===== src/rtl/wt_dcache_shct_ctrl.sv =====
// SHCT controller: arbitrates the single table port between the init sweep, predictor lookups
// and queued hit/evict read-modify-write updates of saturating counters.
module wt_dcache_shct_ctrl #(
  parameter int SigWidth  = 14,
  parameter int CtrWidth  = 2,
  parameter int CtrInit   = 3,
  parameter int FifoDepth = 4
) (
  input  logic                clk_i,
  input  logic                rst_i,
  input  logic                flush_i,
  output logic                init_busy_o,
  input  logic                lkp_req_i,
  input  logic [SigWidth-1:0] lkp_sig_i,
  output logic                lkp_gnt_o,
  output logic                lkp_rvalid_o,
  output logic [CtrWidth-1:0] lkp_ctr_o,
  input  logic                hit_upd_i,
  input  logic [SigWidth-1:0] hit_sig_i,
  input  logic                evc_upd_i,
  input  logic [SigWidth-1:0] evc_sig_i,
  input  logic                evc_reused_i,
  output logic                upd_full_o,
  output logic [15:0]         upd_drop_cnt_o,
  output logic                tbl_req_o,
  output logic                tbl_we_o,
  output logic [SigWidth-1:0] tbl_addr_o,
  output logic [CtrWidth-1:0] tbl_wdata_o,
  input  logic [CtrWidth-1:0] tbl_rdata_i
);

  localparam int PtrW = $clog2(FifoDepth);
  localparam int CntW = PtrW + 1;

  typedef enum logic [1:0] {INIT, IDLE, RMW_WR} state_t;

  state_t              state_reg, state_next;
  logic [SigWidth-1:0] sweep_addr_reg;
  logic [SigWidth-1:0] fifo_sig [FifoDepth];
  logic                fifo_inc [FifoDepth];
  logic [PtrW-1:0]     rd_ptr_reg, wr_ptr_reg;
  logic [CntW-1:0]     count_reg;
  logic [15:0]         drop_cnt_reg;
  logic                rvalid_reg;

  logic                full, pop, upd_active;
  logic                hit_req, evc_req, hit_push, evc_push;
  logic [CntW-1:0]     free_slots;
  logic [1:0]          drops;
  logic [16:0]         drop_sum;
  logic [SigWidth-1:0] head_sig;
  logic                head_inc;
  logic [CtrWidth-1:0] sat_val;

  assign full     = (count_reg == CntW'(FifoDepth));
  assign head_sig = fifo_sig[rd_ptr_reg];
  assign head_inc = fifo_inc[rd_ptr_reg];

  always_comb begin
    sat_val = tbl_rdata_i;
    if (head_inc) begin
      if (tbl_rdata_i != {CtrWidth{1'b1}}) sat_val = tbl_rdata_i + CtrWidth'(1);
    end else begin
      if (tbl_rdata_i != '0) sat_val = tbl_rdata_i - CtrWidth'(1);
    end
  end

  // Pushes only count against slots free at the start of the cycle; a same-cycle pop frees nothing.
  assign upd_active = (state_reg != INIT) && !flush_i;
  assign hit_req    = hit_upd_i && upd_active;
  assign evc_req    = evc_upd_i && !evc_reused_i && upd_active;
  assign free_slots = CntW'(FifoDepth) - count_reg;
  assign hit_push   = hit_req && (free_slots != '0);
  assign evc_push   = evc_req && (free_slots > CntW'(hit_push));
  assign drops      = {1'b0, hit_req && !hit_push} + {1'b0, evc_req && !evc_push};
  assign drop_sum   = {1'b0, drop_cnt_reg} + 17'(drops);

  always_comb begin
    state_next  = state_reg;
    tbl_req_o   = 1'b0;
    tbl_we_o    = 1'b0;
    tbl_addr_o  = '0;
    tbl_wdata_o = '0;
    lkp_gnt_o   = 1'b0;
    pop         = 1'b0;
    case (state_reg)
      INIT: begin
        tbl_req_o   = 1'b1;
        tbl_we_o    = 1'b1;
        tbl_addr_o  = sweep_addr_reg;
        tbl_wdata_o = CtrWidth'(CtrInit);
        if (sweep_addr_reg == {SigWidth{1'b1}}) state_next = IDLE;
      end
      IDLE: begin
        if (full) begin
          tbl_req_o  = 1'b1;
          tbl_addr_o = head_sig;
          state_next = RMW_WR;
        end else if (lkp_req_i) begin
          tbl_req_o  = 1'b1;
          tbl_addr_o = lkp_sig_i;
          lkp_gnt_o  = 1'b1;
        end else if (count_reg != '0) begin
          tbl_req_o  = 1'b1;
          tbl_addr_o = head_sig;
          state_next = RMW_WR;
        end
      end
      RMW_WR: begin
        state_next = IDLE;
        if (!flush_i) begin
          tbl_req_o   = 1'b1;
          tbl_we_o    = 1'b1;
          tbl_addr_o  = head_sig;
          tbl_wdata_o = sat_val;
          pop         = 1'b1;
        end
      end
      default: state_next = INIT;
    endcase
    if (flush_i) state_next = INIT;
    // Nothing reaches the table while reset is held, including a pending RMW write.
    if (rst_i) begin
      tbl_req_o   = 1'b0;
      tbl_we_o    = 1'b0;
      tbl_addr_o  = '0;
      tbl_wdata_o = '0;
      lkp_gnt_o   = 1'b0;
      pop         = 1'b0;
    end
  end

  always_ff @(posedge clk_i) begin
    if (rst_i) begin
      state_reg      <= INIT;
      sweep_addr_reg <= '0;
      rd_ptr_reg     <= '0;
      wr_ptr_reg     <= '0;
      count_reg      <= '0;
      drop_cnt_reg   <= '0;
      rvalid_reg     <= 1'b0;
    end else begin
      state_reg  <= state_next;
      rvalid_reg <= lkp_gnt_o;
      if (flush_i) begin
        sweep_addr_reg <= '0;
        rd_ptr_reg     <= '0;
        wr_ptr_reg     <= '0;
        count_reg      <= '0;
      end else begin
        if (state_reg == INIT) sweep_addr_reg <= sweep_addr_reg + SigWidth'(1);
        rd_ptr_reg <= rd_ptr_reg + PtrW'(pop);
        wr_ptr_reg <= wr_ptr_reg + PtrW'(hit_push) + PtrW'(evc_push);
        count_reg  <= count_reg + CntW'(hit_push) + CntW'(evc_push) - CntW'(pop);
      end
      drop_cnt_reg <= drop_sum[16] ? 16'hFFFF : drop_sum[15:0];
    end
  end

  // Hit is always queued ahead of a same-cycle evict.
  always_ff @(posedge clk_i) begin
    if (hit_push) begin
      fifo_sig[wr_ptr_reg] <= hit_sig_i;
      fifo_inc[wr_ptr_reg] <= 1'b1;
    end
    if (evc_push) begin
      fifo_sig[wr_ptr_reg + PtrW'(hit_push)] <= evc_sig_i;
      fifo_inc[wr_ptr_reg + PtrW'(hit_push)] <= 1'b0;
    end
  end

  assign init_busy_o    = (state_reg == INIT);
  assign lkp_rvalid_o   = rvalid_reg;
  assign lkp_ctr_o      = rvalid_reg ? tbl_rdata_i : '0;
  assign upd_full_o     = full;
  assign upd_drop_cnt_o = drop_cnt_reg;

endmodule

===== config.mk =====
export PLATFORM = sky130hd
export DESIGN_NAME = wt_dcache_shct_ctrl
export DESIGN_NICKNAME = d
export VERILOG_FILES = /design/src/rtl/wt_dcache_shct_ctrl.sv
export SDC_FILE = /design/constraint.sdc
export NUM_CORES = 1
export LEC_CHECK = 0
export ABC_AREA = 1
export CAP_MARGIN = 20
export CORE_ASPECT_RATIO = 2
export CORE_MARGIN = 1
export CORE_UTILIZATION = 35
export DETAILED_ROUTE_END_ITERATION = 12
export GPL_TIMING_DRIVEN = 0
export PLACE_DENSITY = 0.64
export RECOVER_POWER = 50
export SLEW_MARGIN = 20
export SYNTH_ARGS = -nofsm -noshare
export SYNTH_HDL_FRONTEND = slang
export SYNTH_SLANG_ARGS = --single-unit

===== constraint.sdc =====
create_clock -name clk_i -period 9.4 [get_ports clk_i]
set_input_delay 0.94 -clock clk_i [delete_from_list [all_inputs] [get_ports clk_i]]
set_output_delay 0.94 -clock clk_i [all_outputs]
set_load 0.01 [all_outputs]

# Word-level counts from Yosys, hierarchy flattened
# Memory sizes are Yosys's and may differ from the RTL's. A register that Yosys moved wholly into a read port is not among the register bits.
# Cells that the tools add are included.
[word_totals] ff_bits=40 mem_bits_rw=60 n_memories=2 out_inout_bits=40 wordCells=88 input_bits=51
[mem_list] memory="fifo_sig" depth=4 word_bits=14 rd=1 rd_ports_with_merged_regs=1 wr=2 line="39" rtl="logic [SigWidth-1:0] fifo_sig [FifoDepth];"
[mem_list] memory="fifo_inc" depth=4 word_bits=1 rd=1 rd_ports_with_merged_regs=1 wr=2 line="40" rtl="logic fifo_inc [FifoDepth];"
[classes] n_addsub=12 order_cmp=1 n_eq_ne=8 muxes=39 n_reduce_logical=19
[ops] operator="$mux 14" count=5
[ops] operator="$pmux 14 s3" count=1
[ops] operator="$mux 2" count=12
[ops] operator="$add 16x2->17" count=1
[ops] operator="$mux 1" count=16
[ops] operator="$mux 16" count=1
[ops] operator="$add 14x1->14 const B" count=1
[ops] operator="$eq 14x14->1 const B" count=1
[ops] operator="$logic_and 1x1->1" count=8
[ops] operator="$add 2x1->2" count=3
[ops] operator="$add 3x1->3" count=2
[ops] operator="$ne 3x3->1 const B" count=2
[ops] operator="$pmux 2 s3" count=1
[ops] operator="$reduce_bool 3->1" count=2
[ops] operator="$logic_not 1->1" count=4
[ops] operator="$pmux 2 s2" count=1
[ops] operator="$reduce_bool 2->1" count=2
[ops] operator="$eq 3x3->1 const B" count=1
[ops] operator="$gt 3x1->1" count=1
[ops] operator="$pmux 1 s3" count=1
[ops] operator="$reduce_and 3->1" count=1
[ops] operator="$sub 3x1->3" count=1
[ops] operator="$sub 3x3->3 const A" count=1
[ops] operator="$add 1x1->2" count=1
[ops] operator="other kinds (9)" count=9

# Depth between registers and ports, before layout
# Gate-level depths: netlist (run 1).
[logic_depth] word_depth=11 mapped_depth=21 mapped_depth_nobuf=21

# Least setup slack after synthesis (run 1)
# Ideal clock, no wire load.
[synth_path] kind="input port to flip-flop" start="in flush_i" end="reg drop_cnt_reg[5] (netlist: upd_drop_cnt_o[5])" arrival_ns=3.420 required_time_ns=9.330 n_path_buf=1 cell_stages=17 setup_ns=0.070 path_slack_ns=5.910 cell_sequence="nor2_4 > nand3_1 > inv_1 > ha_1 > o21ai_0 > nor2_1 > nand3_1 > fa_1 > inv_1 > ha_1 > nand3_1 > inv_1 > nand2_1 > inv_1 > nand2_1 > clkbuf_1 > a21oi_1"
[synth_between] elab_chain_len=11 word_cells_on_any_way=14 cone_classes="add/sub (2); order compare (1); mux (1); reduce/logical (10)"
[synth_rtl] element="start: declaration" line="11" rtl="input logic flush_i,"
[synth_rtl] element="$logic_not 1->1 (*)"
[synth_rtl] element="$logic_and 1x1->1 (*)" line="69" rtl="assign upd_active = (state_reg != INIT) && !flush_i;"
[synth_rtl] element="$logic_and 1x1->1" line="70" rtl="assign hit_req = hit_upd_i && upd_active;"
[synth_rtl] element="$logic_and 1x1->1" line="73" rtl="assign hit_push = hit_req && (free_slots != '0);"
[synth_rtl] element="$gt 3x1->1" line="74" rtl="assign evc_push = evc_req && (free_slots > CntW'(hit_push));"
[synth_rtl] element="$logic_and 1x1->1" line="74"
[synth_rtl] element="$logic_not 1->1" line="75" rtl="assign drops = {1'b0, hit_req && !hit_push} + {1'b0, evc_req && !evc_push};"
[synth_rtl] element="$logic_and 1x1->1" line="75"
[synth_rtl] element="$add 1x1->2 (*)" line="75"
[synth_rtl] element="$add 16x2->17 (*)" line="76" rtl="assign drop_sum = {1'b0, drop_cnt_reg} + 17'(drops);"
[synth_rtl] element="$mux 16 (*)" line="156" rtl="drop_cnt_reg <= drop_sum[16] ? 16'hFFFF : drop_sum[15:0];"
[synth_rtl] element="end signal: assignment" line="156"
[synth_rtl] element="end: declaration" line="43" rtl="logic [15:0] drop_cnt_reg;"
# Every way passes the cells marked *; elsewhere a longest branch is shown, timed or not.
# A chain may end at the register's enable or synchronous reset.

==> results of run 1 <==
-- layer usage --
metal,vias up,track usage [%]
met4,0,8.40
met3,41,2.24
met1,2425,19.7
li1,2630,-
met2,168,38.1
met5,-,0
-- final cells by class --
type | count | area (um^2) | share of cell area, %
clock inverters | 7 | 128 | 1.78
plain buffers | 30 | 150 | 2.09
clock buffers | 9 | 225 | 3.13
flip-flops and latches | 100 | 2560 | 35.7
inverters | 102 | 383 | 5.33
repair buffers | 90 | 901 | 12.5
multi-input cells | 513 | 2580 | 35.9
well taps | 207 | 259 | 3.60
-- critical path: cells and delay by family --
| family | cells | cell delay [ns] |
|---|---|---|
| and+or+nand+nor | 6 | 2.15 |
| buffers and inverters | 3 | 1.08 |
| adders and majority gates | 1 | 0.23 |
| AOI/OAI and AO/OA | 1 | 0.14 |
-- cell families (layout without fill, tap and decap cells) --
kind of cell               after synthesis  count (layout)  synth area share, %
AOI/OAI and AO/OA                      160             160                 17.4
xor gates and xnor gates                12              12                 1.89
adders and majority gates               14              14                 3.32
buffers and inverters                  132             238                 9.99
DFF                                    100             100                 43.1
and+or+nand+nor                        327             327                 24.3
-- placed cells by master (no fill, tap or decap), types with 21 or more instances in the layout --
master             n
nand2_1          157
o21ai_0          106
inv_1            102
nor2_1            98
clkdlybuf4s50_1   69
edfxtp_1          56
dfxtp_1           44
a21oi_1           39
nand3_1           37
clkbuf_1          24
dlygate4sd3_1     21
-- power groups by stage --
stage          Combinational [mW]  Sequential [mW]  Clock, mW
6_report                   0.0562            0.462      0.446
5_1_grt                    0.0621            0.462      0.463
4_1_cts                    0.0648            0.462      0.446
3_5_place_dp               0.0645            0.472          0
3_3_place_gp               0.0636            0.472          0
2_1_floorplan              0.0306            0.472          0
-- per-stage QoR --
step	util [%]	power [mW]	worst slack [ns]
finish	43.1	0.964	4.82
global route	43.1	0.986	4.58
CTS	44.7	0.973	5.08
detailed placement	42.6	0.536	4.75
global placement	42.6	0.535	4.76
floorplan	-	0.502	5.91
-- how the worst max path moves through the flow --
stage	end	slack (ns)	cells after the start	from
final	fifo_sig[2][7]	4.82	11	flush_i
after global routing	fifo_sig[3][2]	4.58	11	flush_i
after global placement	upd_drop_cnt_o[8]	4.76	18	flush_i
after floorplan	upd_drop_cnt_o[5]	5.91	17	flush_i
after CTS	upd_drop_cnt_o[8]	5.08	18	flush_i
after detailed placement	upd_drop_cnt_o[8]	4.75	18	flush_i
==> flow_summary_export.csv, run 1 <==
group,metric,value,unit
power_and_ir_drop,p_leak,2.89,nW
hold_path,holdPathEnd,"sweep_addr_reg[5]",
floorplan,fp-row-count,67,
setup_path,cp_max_fo,14,
synthesis,synth_flop_cell,"edfxtp_1",
setup_path,crit_required,9.39,ns
hold_path,min_from,"sweep_addr_reg[5]",
global_routing,grt_pass1_vias,5179,
timing,max_freq,0.218,GHz
clock_network,root_buffer,"clkbuf_16",
setup_path,path_class,"in -> reg",
setup_path,crit_chain,"dlygate4sd3_1, nor2_1, nand3_1, inv_1, ha_1, o21ai_0, nor2_1, nor2_1, nand3_4, clkbuf_1, nand2_1",
cells_and_area,design_area,7190,um^2
timing,relSlewSlack,41.5,%
hold_path,worstHoldPathType,"reg -> reg",
route,wl,16.4,mm
route,routed_via_density,4.98,
synthesis,avgSynthCellArea,7.99,um^2
synthesis,syn_area,5950,um^2
cells_and_area,nFillCells,1742,
clock_network,cts.repair.resized,0,
global_routing,grt_antenna_before_repair,0,
global_routing,grt_max_degree,19,
route,drc,0,
cells_and_area,areaGrowthSynthToFinish,20.8,%
job,drv_cap,0,
synthesis,yosys.cell_types.count,32,
setup_path,r2r_slack,5.16,ns
setup_path,rr_worst_depth,11,
timing,fin_crit_sh,48.7,%
synthesis,synthTopCellsByArea,"edfxtp_1 28%, dfxtp_1 15%, nand2_1 9.9%",
synthesis,syn_inst,745,
setup_path,start_kind,"primary input",
clock_network,cts.clk_slew.worst_paths,0.08,ns
cells_and_area,num-nets-final,911,
cells_and_area,antenna_cells,0,
timing,hold_ws,0.503,ns
timing,rsz0062_at_grt,"no",
clock_network,cts.path.max_buffers,2,
power_and_ir_drop,p_per_area,134,nW/um^2
place,dp_hpwl,12.4,mm
route,m1WireLength,5.99,mm
clock_network,postCtsHoldBufs,0,
clock_network,cts_tree,"done",
outcome,status,"finished, final reports clean",
clock_network,h-tree-depth,3,
power_and_ir_drop,p_seq_share,47.9,%
timing,setup_viol,0,
hold_path,min_path_cells,2,
timing,worst_pin_slew,0.878,ns
synthesis,yosys.area.top_type,"edfxtp_1",
floorplan,initial_core_util,35.7,%
floorplan,dieWidth,94.2,um
synthesis,synth_async_sr_flop_share,0,%
route,dr.pass1.iters,9,
synthesis,yosysWarnings,0,
route,drt_iter0_markers,266,
clock_network,clkLatencyLatePin,0.36,ns
route,wl_per_cell,15.5,um
floorplan,die_area,17600,um^2
route,postRouteAntennaNets,0,
floorplan,ios,91,
global_routing,grt_pass1_wl,25.9,mm
timing,fin_setup_tns,0,ns
timing,maxSlewViolCount,0,
synthesis,yosys.cell_count.top_type,"nand2_1",
power_and_ir_drop,p_sw,209,uW
power_and_ir_drop,power_frac_comb,5.8,%
timing,hold_viol,0,
floorplan,die_h,186,um
synthesis,postSynthRegisterBits,100,
clock_network,post-cts-setup-buffers,0,
setup_path,r2r-start,"state_reg[1]",
clock_network,numCtsBuffers,9,
clock_network,cts_sinks,100,
place,place_area,7110,um^2
global_routing,grt-ovfl-total,0,
route,met3_length,669,um
place,numPlacedInstances,1042,
route,route.met2.wl,9.20,mm
timing,clock_skew,0.00986,ns
power_and_ir_drop,ir_drop,0.0000703,V
synthesis,syn_nets,810,
setup_path,reg2reg_to,"fifo_sig[2][7]",
synthesis,synth-edff-count,56,
synthesis,synthTopCellsByCount,"157 x nand2_1, 102 x inv_1, 94 x nor2_1",
cells_and_area,final_cell_count_no_fill,1058,
cells_and_area,largest_register_ffs,56,
setup_path,cp_slowest_cell,"nand2_1",
route,dr.max_layer_used,"met4",
floorplan,core_area,16700,um^2
setup_path,endpoint_kind,"register",
power_and_ir_drop,p_int,755,uW
setup_path,max_stage_delay,0.66,ns
setup_path,crit_top_cell,"nor2_1",
place,portBuffers,90,
place,routabilityCongestion,0.807,
timing,timing.final.crit_period,4.58,ns
power_and_ir_drop,switching_share,21.6,%
global_routing,grt.total_usage,19.5,%
route,vias,5264,
power_and_ir_drop,clkPwrFrac,46.3,%
synthesis,synth_top_cell_area_share,28.3,%
setup_path,crit_arrival,4.56,ns
cells_and_area,drive_gt1_share,5.76,%
synthesis,ys_seq_area_share,43.1,%
Note: power is estimated with default switching activity, not from simulation.
==> run 2, diff against run 1 <==
- PLACE_DENSITY: 0.64 -> 0.66
- clock period: 9.4 -> 3.93 ns (I/O delays scaled with it)
==> run 2 against run 1 <==
Net effect: combinational power is 150% higher; clock power is 100% higher; sequential power is 140% higher; cell count hardly changed; wire length is 0.25% lower; power is 120% higher; via count is 1.1% lower; register-to-register slack worse by 4.8 ns; clock skew is 0.0032 ns higher; sequential cell count stayed put.
==> flow_summary_export.csv, run 2 (synthesis results as in run 1) <==
group,metric,value,unit
setup_path,critPathTopFamily,"buffers and inverters",
route,routed_via_density,4.91,
cells_and_area,areaGrowthSynthToFinish,20.8,%
hold_path,worstHoldPathType,"reg -> reg",
route,wl_per_cell,15.5,um
hold_path,min_path_cells,2,
power_and_ir_drop,ir_drop,0.000190,V
timing,worst_pin_slew,0.856,ns
setup_path,cp_slowest_cell,"clkdlybuf4s50_1",
timing,rsz0062_at_grt,"no",
clock_network,cts.path.max_buffers,2,
global_routing,grt_max_degree,20,
setup_path,reg2reg_to,"upd_drop_cnt_o[9]",
setup_path,path_class,"reg -> out",
cells_and_area,final_common_cell,"nand2_1",
timing,setup_viol,0,
global_routing,grt-ovfl-total,0,
hold_path,holdPathEnd,"sweep_addr_reg[5]",
setup_path,cp_max_fo,10,
setup_path,start_kind,"register",
cells_and_area,final_cell_mix,"156 x nand2_1, 101 x inv_1, 93 x nor2_1",
cells_and_area,num-nets-final,912,
power_and_ir_drop,p_leak,2.88,nW
setup_path,crit_chain,"inv_1, ha_1, ha_1, nor2_2, buf_2, nand3_1, o21ai_0, inv_1, a21oi_1, clkdlybuf4s50_1",
floorplan,fp-row-count,67,
setup_path,crit_arrival,3.19,ns
floorplan,core_area,16700,um^2
timing,max_freq,0.279,GHz
floorplan,ios,91,
place,routabilityCongestion,0.849,
setup_path,r2r_slack,0.35,ns
setup_path,r2r-start,"count_reg[0]",
floorplan,initial_core_util,35.7,%
timing,relSlewSlack,43.0,%
route,vias,5204,
floorplan,die_area,17600,um^2
timing,fin_crit_sh,91.2,%
route,drt_iter0_markers,229,
clock_network,cts.clk_slew.worst_paths,0.08,ns
setup_path,endpoint_kind,"primary output",
route,postRouteAntennaNets,0,
cells_and_area,nFillCells,1724,
floorplan,dieWidth,94.2,um
timing,maxSlewViolCount,0,
place,portBuffers,90,
cells_and_area,largest_register_ffs,56,
job,drv_cap,0,
clock_network,h-tree-depth,3,
route,wl,16.4,mm
hold_path,min_from,"sweep_addr_reg[5]",
setup_path,crit_buf_inv,4,
floorplan,die_h,186,um
route,dr.pass1.iters,9,
cells_and_area,antenna_cells,0,
timing,fin_setup_tns,0,ns
global_routing,grt_antenna_before_repair,0,
cells_and_area,design_area,7190,um^2
clock_network,postCtsHoldBufs,0,
global_routing,grt_pass1_wl,25.9,mm
power_and_ir_drop,p_per_area,297,nW/um^2
clock_network,cts_sinks,100,
global_routing,grt_pass1_vias,5127,
timing,timing.final.crit_period,3.58,ns
clock_network,numCtsBuffers,9,
timing,hold_viol,0,
clock_network,clkLatencyLatePin,0.36,ns
setup_path,rr_worst_depth,20,
route,drc,0,
setup_path,crit_required,3.54,ns
clock_network,cts_tree,"done",
place,dp_hpwl,12.5,mm
setup_path,max_stage_delay,0.59,ns
outcome,status,"finished, final reports clean",
power_and_ir_drop,p_total,2.14,mW
global_routing,grt.total_usage,19.5,%
clock_network,root_buffer,"clkbuf_16",
timing,clock_skew,0.0130,ns
place,place_area,7110,um^2
cells_and_area,drive_gt1_share,8.22,%
[run 2: per-layer routing]
layer  part of all wire [%]  wire, um  up-vias  GRT usage [%]
li1                       -         -     2633              -
met1                     37      5990     2411           20.3
met2                     57      9290      126           37.4
met3                    3.1       505       34           2.04
met4                    3.6       583        0           9.23
met5                      0         0        -              0
[run 2: area by class of cell]
type                       count  area, um^2  area share [%]
buffer                        30         155            2.16
clock buffer                   9         225            3.13
clock inverter                 7        65.1           0.905
inverter                     102         383            5.33
multi-input combinational    513        2640            36.7
sequential                   100        2560            35.6
tap                          207         259            3.60
timing repair buffer          91         905            12.6
[run 2: report_power, final]
part | leakage (nW) | switching, mW | internal, mW
clock network | 0.142 | 0.444 | 0.448
registers | 0.858 | 0.00165 | 1.10
logic | 1.88 | 0.0676 | 0.0708
total | 2.88 | 0.514 | 1.62
[run 2: worst register-to-register path: cells and delay by family, from the launching register on]
kind	cells	cell delay, ns
simple gates	7	0.77
compound gates	2	0.22
flops	1	0.36
fa+ha+maj	5	1.46
buf+inv	6	0.70
[run 2: repair_timing]
| item | in CTS | in global routing |
|---|---|---|
| buffers inserted | 0 | 1 |
| resized for setup | 2 | 6 |
| pin swaps | 0 | 1 |
| endpoints found under the setup margin | 10 | 15 |
[run 2: metrics by stage]
step           utilization (%)  cells  hold WS, ns  setup WS, ns
2_1_floorplan                -    745        0.459         0.471
3_3_place_gp              42.6   1042        0.483        -0.189
3_5_place_dp              42.6   1042        0.498        -0.208
4_1_cts                   44.4   1058        0.511      0.000445
5_1_grt                   43.1   1059        0.534        0.0407
6_report                  43.1   1059        0.511         0.346
[run 2: how the worst max path moves through the flow]
| stage | from | end | cells past startpoint |
|---|---|---|---|
| final | count_reg[0] | tbl_addr_o[4] | 10 |
| after global placement | flush_i | upd_drop_cnt_o[8] | 18 |
| after detailed placement | flush_i | upd_drop_cnt_o[9] | 18 |
| after global routing | count_reg[0] | upd_drop_cnt_o[8] | 20 |
| after floorplan | count_reg[0] | upd_drop_cnt_o[5] | 20 |
| after CTS | count_reg[0] | upd_drop_cnt_o[9] | 20 |
